==> src/rtl/store_write_buffer.sv <==
// store_write_buffer: write-through store queue draining data-cache stores to memory.
// Stores from the MEM stage are queued in a circular FIFO. The head entry is offered
// to the shared memory port whenever the miss bridge grants the port. A block-address
// compare against the pending fill address flags read-after-write hazards.
// Optional feature: define STORE_COALESCE_EN to merge a store into the newest entry
// when the addresses match.
module store_write_buffer #(
    parameter int unsigned DEPTH  = 4,
    parameter int unsigned ADDR_W = 16,
    parameter int unsigned DATA_W = 16,
    localparam int unsigned CNT_W = $clog2(DEPTH) + 1
) (
    input  logic              clk,
    input  logic              rst,
    input  logic              st_valid,
    input  logic [ADDR_W-1:0] st_addr,
    input  logic [DATA_W-1:0] st_data,
    output logic              wb_full,
    output logic              wb_empty,
    output logic [CNT_W-1:0]  wb_count,
    output logic              mem_write_en,
    output logic [ADDR_W-1:0] mem_addr_out,
    output logic [DATA_W-1:0] mem_data_out,
    input  logic              mem_wr_grant,
    input  logic [ADDR_W-1:0] chk_addr,
    output logic              chk_conflict,
    input  logic              flush_req,
    output logic              flush_done,
    output logic              overflow_err
);

    localparam int unsigned PTR_W = $clog2(DEPTH);

    typedef enum logic {
        IDLE = 1'b0,
        REQ  = 1'b1
    } state_e;

    state_e             state_q, state_d;
    logic [ADDR_W-1:0]  addr_q [DEPTH];
    logic [DATA_W-1:0]  data_q [DEPTH];
    logic [DEPTH-1:0]   valid_q;
    logic [PTR_W-1:0]   wr_ptr_q, wr_ptr_d;
    logic [PTR_W-1:0]   rd_ptr_q, rd_ptr_d;
    logic [PTR_W-1:0]   tail_ptr;
    logic [CNT_W-1:0]   count_q, count_d;
    logic               overflow_q, overflow_d;
    logic               coalesce;
    logic               push;
    logic               pop;
    logic               unused_chk_low;

    assign unused_chk_low = ^chk_addr[3:0];

    // Full/empty are decoded from the registered count, so a same-cycle pop never frees a slot early
    assign wb_full      = (count_q == CNT_W'(DEPTH));
    assign wb_empty     = (count_q == '0);
    assign wb_count     = count_q;
    assign mem_write_en = (state_q == REQ);
    assign mem_addr_out = addr_q[rd_ptr_q];
    assign mem_data_out = data_q[rd_ptr_q];
    assign overflow_err = overflow_q;
    assign flush_done   = flush_req && wb_empty && (state_q == IDLE);
    assign tail_ptr     = wr_ptr_q - PTR_W'(1);

    // Merge into the newest entry unless that entry is the head already being offered
`ifdef STORE_COALESCE_EN
    assign coalesce = st_valid && !wb_empty && (addr_q[tail_ptr] == st_addr)
                      && !((count_q == CNT_W'(1)) && (state_q == REQ));
`else
    assign coalesce = 1'b0;
`endif

    assign push = st_valid && !coalesce && !wb_full;
    assign pop  = (state_q == REQ) && mem_wr_grant;

    // Block-granular hazard check against every queued store, head included
    always_comb begin
        chk_conflict = 1'b0;
        for (int i = 0; i < int'(DEPTH); i++) begin
            if (valid_q[i] && (addr_q[i][ADDR_W-1:4] == chk_addr[ADDR_W-1:4])) begin
                chk_conflict = 1'b1;
            end
        end
    end

    // Drain FSM next state: request while entries remain, pop on grant
    always_comb begin
        state_d = state_q;
        case (state_q)
            IDLE: begin
                if (!wb_empty) state_d = REQ;
            end
            REQ: begin
                if (mem_wr_grant) state_d = (count_q > CNT_W'(1)) ? REQ : IDLE;
            end
            default: state_d = IDLE;
        endcase
    end

    // Pointer, occupancy and sticky-error next state
    always_comb begin
        wr_ptr_d   = wr_ptr_q;
        rd_ptr_d   = rd_ptr_q;
        count_d    = count_q;
        overflow_d = overflow_q;
        if (push) wr_ptr_d = wr_ptr_q + PTR_W'(1);
        if (pop)  rd_ptr_d = rd_ptr_q + PTR_W'(1);
        if (push && !pop)      count_d = count_q + CNT_W'(1);
        else if (pop && !push) count_d = count_q - CNT_W'(1);
        if (st_valid && wb_full && !coalesce) overflow_d = 1'b1;
    end

    // FSM state register
    always_ff @(posedge clk or negedge rst) begin
        if (!rst) state_q <= IDLE;
        else      state_q <= state_d;
    end

    // Control registers
    always_ff @(posedge clk or negedge rst) begin
        if (!rst) begin
            wr_ptr_q   <= '0;
            rd_ptr_q   <= '0;
            count_q    <= '0;
            overflow_q <= 1'b0;
        end else begin
            wr_ptr_q   <= wr_ptr_d;
            rd_ptr_q   <= rd_ptr_d;
            count_q    <= count_d;
            overflow_q <= overflow_d;
        end
    end

    // Entry storage: allocate at tail, merge into tail, retire at head
    always_ff @(posedge clk or negedge rst) begin
        if (!rst) begin
            valid_q <= '0;
            for (int i = 0; i < int'(DEPTH); i++) begin
                addr_q[i] <= '0;
                data_q[i] <= '0;
            end
        end else begin
            if (pop) valid_q[rd_ptr_q] <= 1'b0;
            if (push) begin
                addr_q[wr_ptr_q]  <= st_addr;
                data_q[wr_ptr_q]  <= st_data;
                valid_q[wr_ptr_q] <= 1'b1;
            end
            if (coalesce) data_q[tail_ptr] <= st_data;
        end
    end

endmodule

==> config.mk <==
export PLATFORM = sky130hd
export DESIGN_NAME = store_write_buffer
export DESIGN_NICKNAME = d
export VERILOG_FILES = /design/src/rtl/store_write_buffer.sv
export SDC_FILE = /design/constraint.sdc
export NUM_CORES = 1
export LEC_CHECK = 0
export BUFFER_PORTS_ARGS = -buffer_cell sky130_fd_sc_hd__buf_2
export CAP_MARGIN = 20
export CORE_MARGIN = 1.5
export CORE_UTILIZATION = 45
export DETAILED_ROUTE_END_ITERATION = 6
export PLACE_DENSITY = 0.67
export SYNTH_ARGS = -nofsm -noshare
export SYNTH_HDL_FRONTEND = slang
export SYNTH_SLANG_ARGS = --single-unit
export TNS_END_PERCENT = 20
==> constraint.sdc <==
create_clock -name clk -period 1.9 [get_ports clk]
set_input_delay 0.095 -clock clk [delete_from_list [all_inputs] [get_ports clk]]
set_output_delay 0.095 -clock clk [all_outputs]
set_load 0.01 [all_outputs]
### Yosys cells after proc, flatten, opt, wreduce, memory -nomap -nowiden

Index checks and enable logic that the tools add are counted.

* bits in registers: 141
* bits of input ports: 53
* output and inout port bits: 41
* logic and storage cells: 82

* $add $sub $neg: 4
* magnitude comparators: 8
* equality and inequality tests: 5
* muxes and demuxes: 26
* bitwise logic cells: 6
* reduce and logical (&&, ||, !) cells: 19

Operator list (count)
* bitwise mux 64 bit: 2
* 2-to-1 mux 16 bit: 5
* binary-select mux 16 bit (select 2 bit): 2
* equality test 12 bit: 4
* demux 16 bit (select 2 bit): 1
* logical AND 1 bit: 14
* 2-to-1 mux 1 bit: 9
* 2-to-1 mux 4 bit: 2
* greater-or-equal comparator 3 bit (second input constant): 2
* less-than comparator 2 x 3 -> 1 bit (second input constant): 2
* 2-to-1 mux 3 bit: 2
* NOT 2 -> 3 bit: 2
* adder 2 x 1 -> 2 bit (second input constant): 2
* AND 4 bit: 1
* demux 1 bit (select 2 bit): 2
* greater-or-equal comparator 2 x 1 -> 1 bit (second input constant): 2
* NOT 4 bit: 1
* bitwise OR 4 bit: 1
* adder 3 x 1 -> 3 bit (second input constant): 1
* equality test 3 bit (second input constant): 1
* greater-than comparator 3 x 1 -> 1 bit (second input constant): 1
* logical NOT 1 bit: 3
* logical NOT 3 bit: 1
* less-than comparator 3 x 1 -> 1 bit (second input constant): 1
* 4 further kinds: 4

### Logic depth before layout (Yosys ltp)

Gate-level depths: netlist of the first run.

* depth after elaboration: 9
* mapped depth: 9
* mapped depth without buffers: 8

### Worst setup path before layout of the first run

No wires, ideal clock.

* path kind: reg2reg
* start point: register count_q[0], in the netlist wb_count[0]
* end point: register count_q[2], in the netlist wb_count[2]
* setup time: 0.129 ns
* data arrival time: 1.776 ns
* required time: 1.771 ns
* setup slack: -0.005 ns
* stages on the path, launching flop included: 10
* buffers on the path: 1
* period minus slack after synthesis: 1.905 ns
* path through: dfrtp_1 -> inv_1 -> ha_1 -> and2_4 -> nor2b_4 -> buf_12 -> ha_1 -> mux2i_1 -> nor2_1 -> xor2_1

* cells in the longest elaborated chain, start to end: 6
* elaborated cells on any way between the ends: 11
* those cells by class: add/sub: 2; eq/ne: 1; mux: 2; reduce/logical: 6

Ends and longest elaborated chain
* start, declared: RTL line 46 `logic [CNT_W-1:0] count_q, count_d;`
* start signal, assigned: RTL line 130 `count_q <= count_d;`
* equality test 3 bit (*): RTL line 56 `assign wb_full = (count_q == CNT_W'(DEPTH));`
* named net wb_full: RTL line 18 `output logic wb_full,`
* logical NOT 1 bit (*): RTL line 74 `assign push = st_valid && !coalesce && !wb_full;`
* logical AND 1 bit (*): RTL line 74
* logical NOT 1 bit: RTL line 110 `else if (pop && !push) count_d = count_q - CNT_W'(1);`
* logical AND 1 bit: RTL line 110
* nonzero test 2 bit (no source line)

The timed path passes the listed nets; every way through them passes the cells marked *. The select of a mux whose other input is x is not followed.
A chain may end at the register's enable or synchronous reset.

### Final worst setup path of the first run

* start point: register addr_q[63] (netlist name)
* end point: output port chk_conflict

* cells in the longest elaborated chain, start to end: 6

Ends and longest elaborated chain
* start, declared: RTL line 40 `logic [ADDR_W-1:0] addr_q [DEPTH];`
* start signal, assigned by index: RTL line 146 `addr_q[wr_ptr_q] <= st_addr;`
* equality test 12 bit: RTL line 81 `if (valid_q[i] && (addr_q[i][ADDR_W-1:4] == chk_addr[ADDR_W-1:4])) begin`
* logical AND 1 bit: RTL line 81
* 2-to-1 mux 1 bit (4 in series): RTL line 81
* end, declared: RTL line 26 `output logic chk_conflict,`

Every way passes these cells.

==> run summary, run 1 <==
Status: finished with violations
Failing checks: setup timing
Mean Syn Cell Area: 16.3 um^2
Post-place instance area: 8270 um^2
Post-Syn Area: 7490 um^2
Worst slew pin tran: 573 ps
Setup-failing EPs final: 1
RSZ-0062 raised after global routing: yes
Fin nets: 672
Hpwl dp: 11000 um
Clock Tree Buf Depth: 2
Arr. time, crit path: 1860 ps
Worst Reg-to-Reg Cells: 8
Avg Vias per Cell: 5.12
Top cells by area, synth: dfrtp_1, mux2_4, mux4_2, xnor2_1, buf_12
Max-cap violation count: 0
Initial Util: 46.6%
Detailed-router iteration count before antenna repair: 4
Fmax: 0.511 GHz
CTS buffer count: 17
Post-Route WL: 16400 um
Synthesized flop and latch total: 141
Number of library cell types mapped by synthesis: 29
Drt wl/cell: 19.7 um
CTS tree: yes
Largest net degree at the start of global routing: 59
Cell Pwr Density: 1880 nW/um^2
Cell with the most instances after synthesis: dfrtp_1
Slowest-stage cell, CP: or4_1
Layout cells sized above 1: 53.3%
DRT antenna net count: 0
Root Driver: clkbuf_16
IO buf count: 89
Core Box Area: 16100 um^2
Layout fillers: 1241
Antenna violations before repair: 0
Non-Filler Instances: 835
Static Leak: 4.46 nW
Reg2reg start: wb_count[0]
Post-synth top area cell: dfrtp_1
Total gr overflow: 0
Critical path required time: 1800 ps
Sequential fraction of the synthesis area: 47.1%
R2r setup slk: 70 ps
Design Power: 17.6 mW
Post-Syn Instances: 460
CP max FO: 2
TNS Setup: -57.9 ps
Worst-path clk slew: 60 ps
Post-layout util: 58.4%
FFs w/ async S/R, synth: 100%
CP peak stage delay: 550 ps
Final Hold Viols: 0
EDFF count, synth: 0
Synth top area share: 47.1%
Io pins: 94
Final Slew Violations: 0
Cell Rows: 46
Worst hold slack: 20.3 ps
Number of antenna diodes: 0
Total GRT Usage: 19.7%
GP Congestion: 0.803
Minimum clock period: 1960 ps
Ys Warns: 0
Final Skew: 5.02 ps
Die height: 132 um
# DRC: 0
Dpl cells: 759
Vias in the first global route: 4773
1st-iter DRT viols: 222
Skew-Pair Late Insertion Delay: 420 ps
Routed vias: 4278
Relative slew slack: 61.8%
Crit path cell chain: xnor2_1, nand4_1, nor4_1, or4_1, buf_2
Hold Path Sink: valid_q[3]
Hold Path Class: input port to flop
Final Cycle Share: 103%
Crit end category: output port
Ys flop type: dfrtp_1
First-pass GRT wire length: 26500 um
Setup ws final: -57.9 ps
Width of the die: 132 um
Maximum VDD drop: 0.976 mV
Syn_nets: 526
Hold path depth: 4
H-tree depth: 4
# clock sinks: 141
Hold path start: mem_wr_grant
Die ar.: 17400 um^2
Critical R2R Capture: data_q[63]
Type of the worst setup path: flop to output port
Pre-CTS setup slack: 62.4 ps
Startpoint class of the critical path: flop
Area growth, synth to finish: 25.1%
Design Area, Final: 9370 um^2
Synth top cells by count: dfrtp_1, mux2_4, xnor2_1, mux4_2, nand2_1
## worst max-delay path by stage
stage                     cells after the start            to  slack, ps         from
after CTS                                     5  chk_conflict        -80   addr_q[62]
after detailed placement                      8     data_q[6]         60  wb_count[0]
after global routing                          5  chk_conflict       -150   addr_q[63]
after global placement                        9   wb_count[2]         80  wb_count[0]
after floorplan                               9   wb_count[2]         40  wb_count[1]
final                                         5  chk_conflict        -60   addr_q[63]
## area by class of cell
| cell class | count | area [um^2] | area share [%] |
|---|---|---|---|
| multi-input combinational | 279 | 3590 | 38.3 |
| sequential | 141 | 3530 | 37.7 |
| timing repair buffer | 160 | 1380 | 14.7 |
| clock buffer | 21 | 480 | 5.13 |
| tap | 216 | 270 | 2.88 |
| clock inverter | 11 | 91.3 | 0.975 |
| inverter | 7 | 26.3 | 0.280 |
## routing by layer
layer | wire length, um | GRT usage (%) | part of all wire (%) | up-vias
met5 | 0 | 0 | 0 | -
met4 | 150 | 5.49 | 0.91 | 0
met3 | 684 | 5.15 | 4.2 | 12
met2 | 7960 | 31.3 | 48 | 90
met1 | 7630 | 27.0 | 46 | 2245
li1 | - | - | - | 1931
## placed cells by master (no fill, tap or decap), drive strengths merged, types with 2 or more instances in the layout
cell | netlist | routed
xor2 | 2 | 2
dfrtp | 141 | 141
ha | 13 | 13
nand2 | 19 | 19
nand3 | 8 | 8
inv | 7 | 7
mux4 | 32 | 32
clkbuf | 15 | 23
clkinv | 0 | 7
xnor2 | 51 | 51
o21ai | 2 | 2
buf | 18 | 124
nor2 | 2 | 2
dlygate4sd3 | 0 | 34
nor4 | 4 | 4
nand4 | 8 | 8
mux2 | 129 | 129
clkinvlp | 0 | 3
## state kept, by name, indices dropped and copies added, names as in the netlist
| register | cells |
|---|---|
| valid_q | 4 |
| rd_ptr_q | 2 |
| mem_write_en | 1 |
| data_q | 64 |
| wr_ptr_q | 2 |
| wb_count | 3 |
| addr_q | 64 |
| overflow_err | 1 |
## timing repair
action                                  CTS  global route
cloned                                    0             2
endpoints found under the hold margin   183             0
setup buffers                             7             1
hold buffers                             34             0
pin swaps                                 6             2
endpoints found under the setup margin   14            47
gates resized for setup                   3             8
## logic make-up after synthesis
kind of cell,share of synthesized area [%]
XOR/XNOR,6.20
AO/OA/AOI/OAI,0.384
multiplexers,35.0
adder cells (fa/ha/maj),2.17
AND/OR/NAND/NOR,4.06
buffers and inverters,5.10
flip-flops,47.1
## worst max-delay path: cells and delay by family, from the launching register on
family / cells / cell delay [ps]
buffers and inverters: 1 / 170
and+or+nand+nor: 3 / 720
DFF: 1 / 400
xor gates and xnor gates: 1 / 160
## power breakdown
group / internal [mW] / leakage (nW) / switching (mW)
Clock: 1.92 / 0.280 / 1.27
Sequential: 4.57 / 1.66 / 1.11
Combinational: 5.42 / 2.52 / 3.32
Total: 11.9 / 4.46 / 5.70
No activity file was read; power rests on OpenSTA's default activity.
==> run 2: changes to the inputs <==
--- a/config.mk
+++ b/config.mk
@@ -7,10 +7,9 @@
 export LEC_CHECK = 0
 export BUFFER_PORTS_ARGS = -buffer_cell sky130_fd_sc_hd__buf_2
 export CAP_MARGIN = 20
-export CORE_MARGIN = 1.5
-export CORE_UTILIZATION = 45
+export CORE_MARGIN = 5
+export CORE_UTILIZATION = 40
 export DETAILED_ROUTE_END_ITERATION = 6
-export PLACE_DENSITY = 0.67
 export SYNTH_ARGS = -nofsm -noshare
 export SYNTH_HDL_FRONTEND = slang
 export SYNTH_SLANG_ARGS = --single-unit
==> run 2 against run 1 <==
The flow still finishes with violations (setup timing). Utilization is 7.9 points lower. Largest cell class unchanged. Clock power is 16% higher. Largest power group unchanged. Clock skew is 5.1 ps higher. Setup slack worse by 14 ps. Final cell count is 1.6% higher.
==> run summary, run 2 (same netlist as run 1, synthesis figures left out) <==
Io pins: 94 (unchanged)
Layout cells sized above 1: 53.4% (+0.11 points)
Maximum VDD drop: 0.699 mV (-28%)
Die ar.: 21600 um^2 (+24%)
GR Layer Usage met3: 3.82% (-1.3 points)
Worst-path clk slew: 60 ps (about the same)
H-tree depth: 4 (unchanged)
Routing usage on met1: 22.1% (-4.9 points)
Vias in the first global route: 4797 (+0.50%)
DRT antenna net count: 0 (unchanged)
Clock share of power: 20.8% (+2.6 points)
Minimum clock period: 1970 ps (+14.3 ps)
CTS tree: yes
Avg Vias per Cell: 5.01 (-2.3%)
Hpwl dp: 11700 um (+6.7%)
Failing checks: setup timing
Reg power frac: 32.3% (about the same)
Final Slew Violations: 0 (unchanged)
Clock Tree Buf Depth: 2 (unchanged)
Startpoint class of the critical path: flop
1st-iter DRT viols: 218 (-1.8%)
CTS buffer count: 17 (unchanged)
Initial Util: 40.3% (-6.3 points)
Setup-failing EPs final: 1 (unchanged)
Top Registers: addr_q x64, data_q x64, valid_q x4
Total GRT Usage: 16.1% (-3.6 points)
Max-cap violation count: 0 (unchanged)
Critical path required time: 1800 ps (about the same)
Relative slew slack: 63.7% (+1.9 points)
Worst hold slack: 31.7 ps (+11.4 ps)
RSZ-0062 raised after global routing: yes
Post-Route WL: 16800 um (+2.2%)
Root Driver: clkbuf_16
Routed vias: 4245 (-0.77%)
Area growth, synth to finish: 25.3%
# clock sinks: 141 (unchanged)
Most frequent cells in the layout: dfrtp_1, mux2_4, buf_2
Cell Pwr Density: 1900 nW/um^2 (+0.99%)
Most common cell after layout, fill and taps aside: dfrtp_1
Skew-Pair Late Insertion Delay: 420 ps (about the same)
Type of the worst setup path: flop to output port
Psw: 5.65 mW (-0.78%)
Detailed-router iteration count before antenna repair: 4 (unchanged)
First-pass GRT wire length: 27200 um (+2.6%)
Global Route met2 Usage: 26.2% (-5.1 points)
Fmax: 0.507 GHz (-0.73%)
Largest net degree at the start of global routing: 57 (-3.4%)
CP max FO: 2 (unchanged)
Number of antenna diodes: 0 (unchanged)
Busiest grt layer: met2
Setup ws final: -72.2 ps (-14.3 ps)
Fin nets: 667 (-0.74%)
Core Box Area: 18600 um^2 (+16%)
Die height: 147 um (+11%)
Cell internal pwr: 12.2 mW (+2.0%)
Part of the power in combinational logic: 46.9% (-2.7 points)
# DRC: 0 (unchanged)
Worst slew pin tran: 545 ps (-28.3 ps)
Antenna violations before repair: 0 (unchanged)
Final Cycle Share: 104% (+0.75 points)
Pre-CTS setup slack: 53.0 ps (-9.44 ps)
Crit end category: output port
Cell Rows: 50 (+8.7%)
GP Congestion: 0.797 (-0.70%)
Static Leak: 4.44 nW (-0.37%)
Final Skew: 10.1 ps (+5.12 ps)
Drt wl/cell: 19.8 um (+0.60%)
Width of the die: 147 um (+11%)
Arr. time, crit path: 1880 ps (+20 ps)
Switching portion of total power: 31.7% (-0.60 points)
Status: finished with violations
Layout fillers: 1537 (+24%)
Hold Path Class: input port to flop
Total gr overflow: 0 (unchanged)
Final Hold Viols: 0 (unchanged)
IO buf count: 89 (unchanged)
-- run 2: cell types whose count changed in the layout (fill, tap and decap cells not counted), moves of 2 or more --
cell       delta
buf_2         +7
buf_6         -5
clkinv_2      -5
bufinv_16     +4
buf_4         -3
xnor2_1       -3
xnor2_2       +3
clkbuf_1      +2
clkbuf_16     -2
-- run 2: critical path: stages, from the launching register on --
cell and delay [ps]:
dfrtp_1 420, xnor2_2 170, nand4_1 100, nor4_1 50, or4_1 560, buf_2 170
-- run 2: power groups by stage --
stage	clock network, mW	logic, mW	registers [mW]
3_5_place_dp	0	8.18	5.78
2_1_floorplan	0	6.15	5.40
4_1_cts	3.78	8.44	5.75
5_1_grt	3.90	8.93	5.95
3_3_place_gp	0	8.06	5.64
6_report	3.71	8.35	5.75
-- run 2: through the flow --
step,cell area (um^2),setup TNS [ps],total power [mW],utilization (%),std cells
after floorplan,7490,0,11.5,-,460
after global placement,8270,0,13.7,44.5,774
after detailed placement,8270,0,14.0,44.5,774
after CTS,9360,-58.2,18.0,50.4,847
after global routing,9380,-113,18.8,50.5,848
final,9380,-72.2,17.8,50.5,848
-- run 2: layout make-up --
| cell class | count | area, um^2 | share of cell area, % |
|---|---|---|---|
| timing repair buffer | 155 | 1250 | 13.4 |
| inverter | 7 | 26.3 | 0.280 |
| tap | 234 | 293 | 3.12 |
| multi-input combinational | 279 | 3620 | 38.6 |
| clock buffer | 22 | 474 | 5.06 |
| clock inverter | 10 | 185 | 1.97 |
| sequential | 141 | 3530 | 37.7 |
-- run 2: path summary, 6_finish.rpt --
check | startpoint | endpoint | slack [ps] | depth (start not counted)
max in group asynchronous | rst | valid_q[2] | 990 | 3
min in group asynchronous | rst | addr_q[35] | 220 | 2
max reg2reg | wb_count[0] | addr_q[44] | 90 | 8
min reg2reg | overflow_err | overflow_err | 460 | 1
min | mem_wr_grant | valid_q[2] | 30 | 4
max | addr_q[31] | chk_conflict | -70 | 5
-- run 2: repair_timing --
action,4_1_cts,5_1_grt
pin swaps,5,0
endpoints found under the hold margin,183,0
resized for setup,5,4
setup buffers,7,1
hold buffers,34,0
setup endpoints to repair,7,43
-- run 2: per-layer routing --
metal,vias up,wire length (um)
li1,1920,-
met4,0,123
met2,73,8210
met1,2241,7880
met3,11,572
met5,-,0
==> run 3: changes to the inputs <==
--- a/config.mk
+++ b/config.mk
@@ -9,7 +9,9 @@
 export CAP_MARGIN = 20
 export CORE_MARGIN = 5
 export CORE_UTILIZATION = 40
+export CTS_BUF_LIST = sky130_fd_sc_hd__clkbuf_4 sky130_fd_sc_hd__clkbuf_8
 export DETAILED_ROUTE_END_ITERATION = 6
+export REMOVE_ABC_BUFFERS = 1
 export SYNTH_ARGS = -nofsm -noshare
 export SYNTH_HDL_FRONTEND = slang
 export SYNTH_SLANG_ARGS = --single-unit
==> run 3 against run 2 <==
Global-route usage fell by 0.17 points. The run still ends with setup timing left. Combinational power rose by 9.1%. Via count rose by 0.75%. Worst hold slack improved by 130 ps. Critical path type unchanged. Final cell count rose by 0.24%. Clock power fell by 36%. Sequential cell count did not move. Largest power group unchanged. Sequential share of layout area rose by 0.48 points. Routed wire length rose by 0.17%. Non-clock buffer count rose by 4. Clock-buffer cell count did not move. Utilization fell by 0.65 points.
==> run summary, run 3 (same netlist as run 1, synthesis figures left out) <==
Status: finished with violations
Failing checks: setup timing
Clock share of power: 13.8% (-7.0 points)
Hold Path Class: input port to asynchronous set/reset pin
TNS Setup: -765 ps (-693 ps)
Detailed-router iteration count before antenna repair: 4 (unchanged)
Worst Reg-to-Reg Cells: 8 (unchanged)
Initial Util: 40.3% (unchanged)
Minimum clock period: 1970 ps (-4.78 ps)
Width of the die: 147 um (unchanged)
CTS tree: yes
Final Hold Viols: 0 (unchanged)
Layout fillers: 1583 (+3.0%)
Post-place instance area: 8260 um^2 (-0.23%)
# clock sinks: 141 (unchanged)
Avg Vias per Cell: 5.03 (+0.52%)
Drt wl/cell: 19.8 um (about the same)
Setup-failing EPs final: 26 (+25)
Register area: 3530 um^2 (about the same)
Design Power: 17.2 mW (-3.6%)
CP max FO: 2 (unchanged)
Psw: 5.60 mW (-1.0%)
Skew-Pair Late Insertion Delay: 440 ps (+20 ps)
IO buf count: 89 (unchanged)
DRT antenna net count: 0 (unchanged)
Final Slew Violations: 0 (unchanged)
Cell Rows: 50 (unchanged)
Core Box Area: 18600 um^2 (unchanged)
# DRC: 0 (unchanged)
Post-layout util: 49.8% (-0.65 points)
Clock Tree Buf Depth: 2 (unchanged)
Root Driver: clkbuf_8
Switching portion of total power: 32.6% (+0.83 points)
Relative slew slack: 67.6% (+4.0 points)
Hpwl dp: 11300 um (-3.9%)
Post-Route WL: 16800 um (+0.17%)
Reg power frac: 33.2% (+0.9 points)
Layout cells sized above 1: 52.7% (-0.74 points)
Critical path required time: 1800 ps (about the same)
Antenna violations before repair: 1 (+1)
Worst-path clk slew: 80 ps (+20 ps)
Vias in the first global route: 4919 (+2.5%)
Worst hold slack: 160 ps (+129 ps)
Fin nets: 671 (+0.60%)
Total gr overflow: 0 (unchanged)
Cell internal pwr: 11.6 mW (-4.8%)
First-pass GRT wire length: 27000 um (-0.68%)
Part of the power in combinational logic: 53.0% (+6.1 points)
Max-cap violation count: 0 (unchanged)
Most frequent cells in the layout: dfrtp_1, mux2_4, buf_2
Io pins: 94 (unchanged)
Worst slew pin tran: 486 ps (-59.4 ps)
Startpoint class of the critical path: flop
Total GRT Usage: 16.0% (-0.17 points)
Most common cell after layout, fill and taps aside: dfrtp_1
H-tree depth: 4 (unchanged)
Maximum VDD drop: 0.880 mV (+26%)
Setup ws final: -67.4 ps (+4.78 ps)
Static Leak: 4.38 nW (-1.4%)
Cell Pwr Density: 1850 nW/um^2 (-2.3%)
Reg2reg start: wb_count[0]
Type of the worst setup path: flop to output port
Area growth, synth to finish: 23.6%
Worst Setup SP: addr_q[57]
Routed vias: 4277 (+0.75%)
Final Skew: 11.0 ps (+0.828 ps)
GP Congestion: 0.787 (-1.3%)
Design Area, Final: 9260 um^2 (-1.3%)
RSZ-0062 raised after global routing: yes
Die ar.: 21600 um^2 (unchanged)
Fmax: 0.508 GHz (+0.24%)
Largest net degree at the start of global routing: 48 (-16%)
CTS buffer count: 17 (unchanged)
Multi-input logic area: 3580 um^2 (-1.0%)
Die height: 147 um (unchanged)
Arr. time, crit path: 1870 ps (about the same)
1st-iter DRT viols: 194 (-11%)
Final Cycle Share: 104% (-0.25 points)
Top Registers: addr_q x64, data_q x64, valid_q x4
Crit end category: output port
## run 3: changes by cell type in the layout (fill, tap and decap cells not counted), moves of 3 or more
cell / before / now
clkbuf_16: 17 / 2
buf_6: 3 / 25
xnor2_2: 4 / 0
clkbuf_8: 3 / 19
bufinv_16: 5 / 2
clkbuf_4: 0 / 3
clkinvlp_4: 4 / 1
buf_2: 88 / 64
buf_4: 13 / 17
xnor2_1: 47 / 51
## run 3: routing by layer
metal  global-route usage, %  routed length, um  part of all wire [%]  vias up
met4                    3.72                120                  0.71        0
met5                       0                  0                     0        -
li1                        -                  -                     -     1928
met1                    20.2               7590                    45     2270
met2                    27.3               8480                    50       70
met3                    4.38                616                   3.7        9
## run 3: stage by stage
| step | setup slack (ps) | cells |
|---|---|---|
| 6_report | -67.4 | 850 |
| 5_1_grt | -177 | 850 |
| 4_1_cts | -96.8 | 844 |
| 3_5_place_dp | 62.2 | 775 |
| 3_3_place_gp | 86.0 | 775 |
| 2_1_floorplan | -460 | 427 |
## run 3: cell type report
type                    count  area share (%)
multi-input cells         279            38.7
inverters                   7           0.284
clock buffers              22            3.07
well taps                 234            3.16
repair buffers            159            15.7
diodes                      1          0.0270
flip-flops and latches    141            38.1
clock inverters             7           0.986
## run 3: path summary, 6_finish.rpt
| kind | to | slack (ps) |
|---|---|---|
| max | chk_conflict | -70 |
| min | addr_q[41] | 160 |
| max reg2reg | data_q[0] | 90 |
| min reg2reg | overflow_err | 470 |
| max in group asynchronous | data_q[54] | 1100 |
| min in group clk | overflow_err | 440 |
## run 3: critical path: stages (launching register included)
cell and delay [ps]:
dfrtp_1 410, xnor2_1 140, nand4_1 110, nor4_1 60, or4_1 550, buf_2 170
## run 3: what timing repair did
item                                    4_1_cts  5_1_grt
cloned                                        0        2
hold buffers                                 35        0
hold endpoints to repair                    227        0
endpoints found under the setup margin       25       88
pin swaps                                     9        0
buffers inserted                              5        3
resized for setup                            14       15
## run 3: power by group through the flow
stage	Clock [mW]	Combinational (mW)	Sequential [mW]
CTS	2.44	8.67	5.67
finish	2.37	9.11	5.70
global route	2.58	9.71	5.89
global placement	0	8.00	5.59
floorplan	0	5.50	5.64
detailed placement	0	8.14	5.70
